<file path="config.mk">
export PLATFORM = sky130hd
export DESIGN_NAME = cpu_bus_ctrl
export DESIGN_NICKNAME = d
export VERILOG_FILES = /design/src/rtl/cpu_bus_ctrl.sv
export SDC_FILE = /design/constraint.sdc
export NUM_CORES = 1
export LEC_CHECK = 0
export CAP_MARGIN = 25
export CORE_MARGIN = 3
export CORE_UTILIZATION = 40
export DETAILED_ROUTE_END_ITERATION = 10
export HOLD_SLACK_MARGIN = 0.06
export PLACE_DENSITY = 0.78
export SKIP_LAST_GASP = 1
export SYNTH_ARGS = -nofsm -noshare
export SYNTH_HDL_FRONTEND = slang
export SYNTH_SLANG_ARGS = --single-unit
</file>
<file path="constraint.sdc">
create_clock -name clk -period 2.1 [get_ports clk]
set_input_delay 0.525 -clock clk [delete_from_list [all_inputs] [get_ports clk]]
set_output_delay 0.525 -clock clk [all_outputs]
set_load 0.01 [all_outputs]
</file>
<file path="src/rtl/cpu_bus_ctrl.sv">
// rtl/cpu_bus_ctrl.sv - CPU-to-memory req/ack bus controller with core stall and timeout error
module cpu_bus_ctrl #(
    parameter int ADDR_WIDTH     = 16,
    parameter int DATA_WIDTH     = 8,
    parameter int TIMEOUT_CYCLES = 16
) (
    input  logic                  clk,
    input  logic                  rst,
    input  logic                  cpu_req_rdwr,
    input  logic                  cpu_which_rdwr,
    input  logic [ADDR_WIDTH-1:0] cpu_addr,
    input  logic [DATA_WIDTH-1:0] cpu_data_out,
    output logic [DATA_WIDTH-1:0] cpu_data_in,
    output logic                  cpu_enable,
    output logic                  mem_req,
    output logic                  mem_we,
    output logic [ADDR_WIDTH-1:0] mem_addr,
    output logic [DATA_WIDTH-1:0] mem_wr_data,
    input  logic                  mem_ack,
    input  logic [DATA_WIDTH-1:0] mem_rd_data,
    input  logic                  err_clr,
    output logic                  bus_error,
    output logic                  busy
);

    // Encoding of cpu_which_rdwr for a read access
    localparam logic WHICH_READ = 1'b0;

    // Counter only needs to reach TIMEOUT_CYCLES-1; it is cleared on every REQ entry
    localparam int              CNT_W    = $clog2(TIMEOUT_CYCLES);
    localparam logic [CNT_W-1:0] CNT_LAST = CNT_W'(TIMEOUT_CYCLES - 1);

    typedef enum logic [1:0] {
        ST_IDLE = 2'd0,
        ST_REQ  = 2'd1,
        ST_DONE = 2'd2
    } state_t;

    state_t            state;
    state_t            state_next;
    logic [CNT_W-1:0]  wait_cnt;
    logic              start_access;
    logic              ack_done;
    logic              timeout_hit;

    // State register
    always_ff @(posedge clk) begin
        if (rst) begin
            state <= ST_IDLE;
        end else begin
            state <= state_next;
        end
    end

    // Next-state decode and the single-cycle events that drive the datapath
    always_comb begin
        state_next   = state;
        start_access = 1'b0;
        ack_done     = 1'b0;
        timeout_hit  = 1'b0;
        case (state)
            ST_IDLE: begin
                if (cpu_req_rdwr) begin
                    start_access = 1'b1;
                    state_next   = ST_REQ;
                end
            end
            ST_REQ: begin
                if (mem_ack) begin
                    ack_done   = 1'b1;
                    state_next = ST_DONE;
                end else if (wait_cnt == CNT_LAST) begin
                    timeout_hit = 1'b1;
                    state_next  = ST_DONE;
                end
            end
            ST_DONE: begin
                state_next = ST_IDLE;
            end
            default: begin
                state_next = ST_IDLE;
            end
        endcase
    end

    // Core stall: frozen as soon as a request is seen, released only for the DONE cycle
    always_comb begin
        cpu_enable = ((state == ST_IDLE) && !cpu_req_rdwr) || (state == ST_DONE);
    end

    // Memory-side registers, read data return, wait counter, error flag and busy
    always_ff @(posedge clk) begin
        if (rst) begin
            mem_req     <= 1'b0;
            mem_we      <= 1'b0;
            mem_addr    <= '0;
            mem_wr_data <= '0;
            cpu_data_in <= '0;
            wait_cnt    <= '0;
            bus_error   <= 1'b0;
            busy        <= 1'b0;
        end else begin
            if (start_access) begin
                mem_req     <= 1'b1;
                mem_we      <= cpu_which_rdwr;
                mem_addr    <= cpu_addr;
                mem_wr_data <= cpu_data_out;
                wait_cnt    <= '0;
            end else if (ack_done) begin
                mem_req <= 1'b0;
                if (mem_we == WHICH_READ) begin
                    cpu_data_in <= mem_rd_data;
                end
            end else if (timeout_hit) begin
                mem_req <= 1'b0;
                if (mem_we == WHICH_READ) begin
                    cpu_data_in <= '1;
                end
            end else if (state == ST_REQ) begin
                wait_cnt <= wait_cnt + 1'b1;
            end

            // A timeout in the same cycle as err_clr keeps the error set
            if (timeout_hit) begin
                bus_error <= 1'b1;
            end else if (err_clr) begin
                bus_error <= 1'b0;
            end

            busy <= (state_next != ST_IDLE);
        end
    end

endmodule

</file>
# ---- Word level (Yosys, flattened, before mapping)
# Index checks and enable logic that the tools add are counted.
# W data, S select, Z words.
dict set report word_totals {
  ff_bits 42
  elab_cells 49
}
dict set report classes {
  muxes 20
  bitwise 3
  n_reduce_logical 11
  n_eq_ne 5
  add_sub_neg 1
}
# cell count
set ops {}
lappend ops {{$mux W8} 4}
lappend ops {{$mux W1} 12}
lappend ops {{$mux W2} 3}
lappend ops {{$reduce_bool A2 Y1} 3}
lappend ops {{$add A4 B1 Y4 const B} 1}
lappend ops {{$eq A4 B4 Y1 const B} 1}
lappend ops {{$ne A2 B2 Y1 const B} 2}
lappend ops {{$pmux W2 S2} 1}
lappend ops {{$reduce_and A4 Y1} 1}
lappend ops {{$not A1 Y1} 3}
lappend ops {{$reduce_and A3 Y1} 1}
lappend ops {{$reduce_bool A3 Y1} 1}
lappend ops {{$eq A2 B1 Y1 const B} 1}
lappend ops {{$eq A2 B2 Y1 const B} 1}
lappend ops {{$logic_not A2 Y1} 1}
lappend ops {{$reduce_or A2 Y1} 1}
lappend ops {{$logic_and A1 B1 Y1} 1}
lappend ops {{$logic_not A1 Y1} 1}
lappend ops {{$logic_or A1 B1 Y1} 1}

# ---- Logic depth before layout (Yosys ltp)
# Gate-level depths: netlist of the first run.
dict set report depth {
  depth_word 7
  mapped_depth 6
  depth_no_buf 4
}

# ---- Worst setup path before layout of the first run
# Ideal clock, no wire load.
dict set report synth_timing {
  kind {in2reg}
  from {in cpu_req_rdwr}
  to {reg mem_wr_data[5]}
  setup_slack_ns 0.602
  path_buffers 2
  setup_time_ns 0.132
  required_ns 1.968
  arrival_time_ns 1.366
  path_stages 5
  path_cell_list {or3b_2 buf_2 buf_2 nand2_1 a21oi_1}
}
dict set report synth_between {
  elab_chain_len 2
}
# item line
set synth_lines {}
lappend synth_lines {{start: declaration} 9} ;# input logic cpu_req_rdwr,
lappend synth_lines {{$mux W1} 63} ;# if (cpu_req_rdwr) begin
lappend synth_lines {{$mux W1} 61} ;# case (state)
lappend synth_lines {{end signal: assignment} 107} ;# mem_wr_data <= cpu_data_out;
lappend synth_lines {{end: declaration} 18} ;# output logic [DATA_WIDTH-1:0] mem_wr_data,
# Every way passes these cells.
# A chain may end at the register's enable or synchronous reset.

# ---- Worst setup path in the final report of the first run
dict set report layout_timing {
  from {in cpu_req_rdwr}
  to {out cpu_enable}
}
dict set report layout_between {
  elab_chain_len 3
}
# item line
set layout_lines {}
lappend layout_lines {{$logic_not A1 Y1} 88} ;# cpu_enable = ((state == ST_IDLE) && !cpu_req_rdwr) || (state == ST_DONE);
lappend layout_lines {{$logic_and A1 B1 Y1} 88}
lappend layout_lines {{$logic_or A1 B1 Y1} 88}
lappend layout_lines {{end: declaration} 14} ;# output logic cpu_enable,
# Every way passes these cells.

==> metrics.txt, run 1 <==
total power=roughly 0.0017 W; total gr overflow=0; placement row count=22; wire length of the first global-routing pass=6617 um; clock tree buffer depth=2; Async SR Flop Fraction=0; number of buffers inserted to repair setup after CTS=0; number of warnings issued by yosys=0; Post-DP HPWL=around 2800 um; Internal Power=around 0.0013 W; Total Die Area=around 0.0048 mm2; Iter 0 DRT Violations=76; net load switching power=~0.00042 W; routed via count divided by cell count=slightly below 5; total count of hold-check failures in the final report=0; Setup Skew=0.005128 ns; max-capacitance violation count=0; number of global-route vias before repair=1435; Data required, critical path=roughly 1.6 ns; Clock Latency Late Sink=roughly 0.29 ns; Core Region=0.003771 mm2; hold buffer count at cts=0; top routing layer used=met4; Tot GR Track Use=0.1698; combinational share of power=0.189; max-slew violation count=0; I/O pin count=75; Sequential Power Share=0.506; final cell area excluding filler cells=approximately 0.0025 mm2; Fmax achieved=about 510 MHz; detailed-route wire length=3910 um; Power Dens Cells=just under 700 mW/mm2; fin crit share=0.9295; number of CTS-inserted buffers=5; register area share after synthesis=0.5246; clock-pin slew reported for the worst setup and hold paths after clock tree synthesis=about 0.070 ns; initial standard-cell utilization of the core=0.4250; post-detailed-route wirelength per cell=12.33 um; Detailed Routing Iterations Pass 1=4; Setup crit end kind=output pin; RSZ-0062 raised after global routing=false; Crit Path Class=in -> out; remaining antenna violation count=0; result of the run=finished clean; syn nets=around 230; TritonCTS clock tree=done; clock sinks=42; share of layout cells above drive strength 1=0.08178; total met2 wirelength after detailed routing=1745 um; CP max stage delay=about 0.44 ns; aggregate negative setup slack=0 ns; slowest library cell on the worst path=clkdlybuf4s50_1; fill cell count=about 340; Netlist Area Pre-Place=0.001603 mm2; main flop type after synthesis=dfxtp_1; count of antenna diodes in the layout=0; Synth Instances=roughly 190; type of the tightest min-delay check=reg -> reg; number of instances resized during post-cts repair=1; final net count=around 300; family with the most delay on the worst path=buffers and inverters; pin count of the biggest net entering global routing=32; horizontal die dimension=69.30 um; clock power share=0.305; clock period minus final worst setup slack=around 2 ns; CTS root buffer=clkbuf_8; worst path cell trace=clkdlybuf4s50_1, a21oi_1, dlygate4sd2_1; number of synthesized register bits=42; number of synthesized flops with an enable pin=0; slew at the pin with the worst max-slew slack=between 0.3 and 0.4 ns; Max VDD drop=approximately 0.53 mV; net switching fraction of the power=0.2423; met1 layer wirelength in the final routing=1752 um; post-synthesis to final-layout area growth=57.61%; relative slew slack=0.7679; CP max FO=2; placement-stage cell area=~0.0024 mm2; sum of buffers and inverters on the critical path=2; DR WL met3=348 um; number of antenna violations at the first check in global routing=0; count of final setup violators=0; startpoint kind of the worst setup timing path=primary input; Synth Area per Inst=about 8.3 um2; # port buffers=74; data arrival time at the worst-slack endpoint=1.43 ns; Distinct cells, synth=31; vias after detailed routing=approximately 1600; Leak Pwr=0.9448 nW; Die Y-Extent=69.30 um; number of design rule violations left after detail routing=0; count of H-tree levels built during CTS=2; final RePlAce weighted congestion=0.7449
-- cell type report --
class,instances,area [um2],area share
Sequential cell,42,840.8,0.3328
Timing Repair Buffer,84,839.6,0.3323
Clock inverter,1,5.005,0.001981
Tap cell,48,60.06,0.02377
Inverter,1,3.754,0.001486
Multi-Input combinational cell,134,690.7,0.2734
Clock buffer,7,86.33,0.03418
-- Yosys cell counts, drive strengths merged (2+ instances only) --
cell    count  area, um2
a211oi     10      80.07
a21oi      29      145.1
buf         8      45.04
clkbuf      7      27.52
dfxtp      42      840.8
nand2      50      187.7
nand3       3      15.01
nor2       20      75.07
nor2b       2      12.51
nor3        3      15.01
nor3b       2      26.28
o21ai       2      10.01
or3b        2      20.02
-- power by group through the flow --
stage / sequential (W) / clock [W] / combinational, W
finish: 0.000869 / 0.000523 / 0.000324
global route: 0.000875 / 0.000576 / 0.000352
CTS: 0.000869 / 0.000536 / 0.000328
detailed placement: 0.000888 / 0 / 0.000327
global placement: 0.000885 / 0 / 0.000325
floorplan: 0.000904 / 0 / 0.000113
-- registers in the layout (all words and copies together) (netlist names) --
register     count
bus_error        1
busy             1
cpu_data_in      8
mem_addr        16
mem_req          1
mem_we           1
mem_wr_data      8
state            2
wait_cnt         4
-- layer usage --
layer | global-route usage | up-vias
met5 | 0 | -
met4 | 0.08460 | 0
met3 | 0.07101 | 4
met2 | 0.2606 | 59
met1 | 0.2030 | 694
li1 | - | 801
-- path summary, 6_finish.rpt --
path,from,to,slack (ns),cells after the start
hold reg to reg,mem_wr_data[1],mem_wr_data[1],0.45,2
setup reg to reg,wait_cnt[0],cpu_data_in[0],0.41,4
setup / recovery,cpu_req_rdwr,cpu_enable,0.15,3
hold / removal,mem_wr_data[1],mem_wr_data[1],0.45,2
-- tightest hold or removal path, cell delays in order (launching register included) --
cell and delay (ns):
dfxtp_1 0.31, nand2_1 0.05, a21oi_1 0.05
-- cells by family after synthesis --
group                    after synthesis  share of synthesized area
adder cells (fa/ha/maj)                1                   0.007805
AND/OR/NAND/NOR                       89                     0.2561
buffers and inverters                 16                    0.04761
flip-flops                            42                     0.5246
AO/OA/AOI/OAI                         44                     0.1639
-- through the flow --
stage	util	worst slack, ns	hold slack [ns]	cells
2_1_floorplan	-	0.6016	0.4805	192
6_report	0.6699	0.1481	0.4546	317
3_5_place_dp	0.6460	-0.1227	0.4469	309
3_3_place_gp	0.6460	-0.05142	0.4410	309
4_1_cts	0.6699	0.1513	0.4557	317
5_1_grt	0.6699	0.09800	0.4756	317
-- cell usage in the layout (no fill, tap or decap), types with 2 or more instances in the layout --
cell type,synthesis,final
nand2_1,50,50
nor2_1,20,20
buf_12,0,2
dfxtp_1,42,42
a21oi_1,29,29
clkbuf_8,0,6
clkdlybuf4s50_1,0,73
a211oi_1,9,9
nor3_1,3,3
nor2b_1,2,2
o21ai_0,2,2
buf_4,0,8
nand3_1,3,3
(Power assumes the default switching activity.)
==> run 2: changes to the inputs <==
--- a/config.mk
+++ b/config.mk
@@ -8,7 +8,9 @@
 export CAP_MARGIN = 25
 export CORE_MARGIN = 3
 export CORE_UTILIZATION = 40
+export CTS_CLUSTER_SIZE = 20
 export DETAILED_ROUTE_END_ITERATION = 10
+export GPL_ROUTABILITY_DRIVEN = 1
 export HOLD_SLACK_MARGIN = 0.06
 export PLACE_DENSITY = 0.78
 export SKIP_LAST_GASP = 1
==> results of run 2 <==
Same layout as run 1: the final DEF is identical, and so are final timing and power.
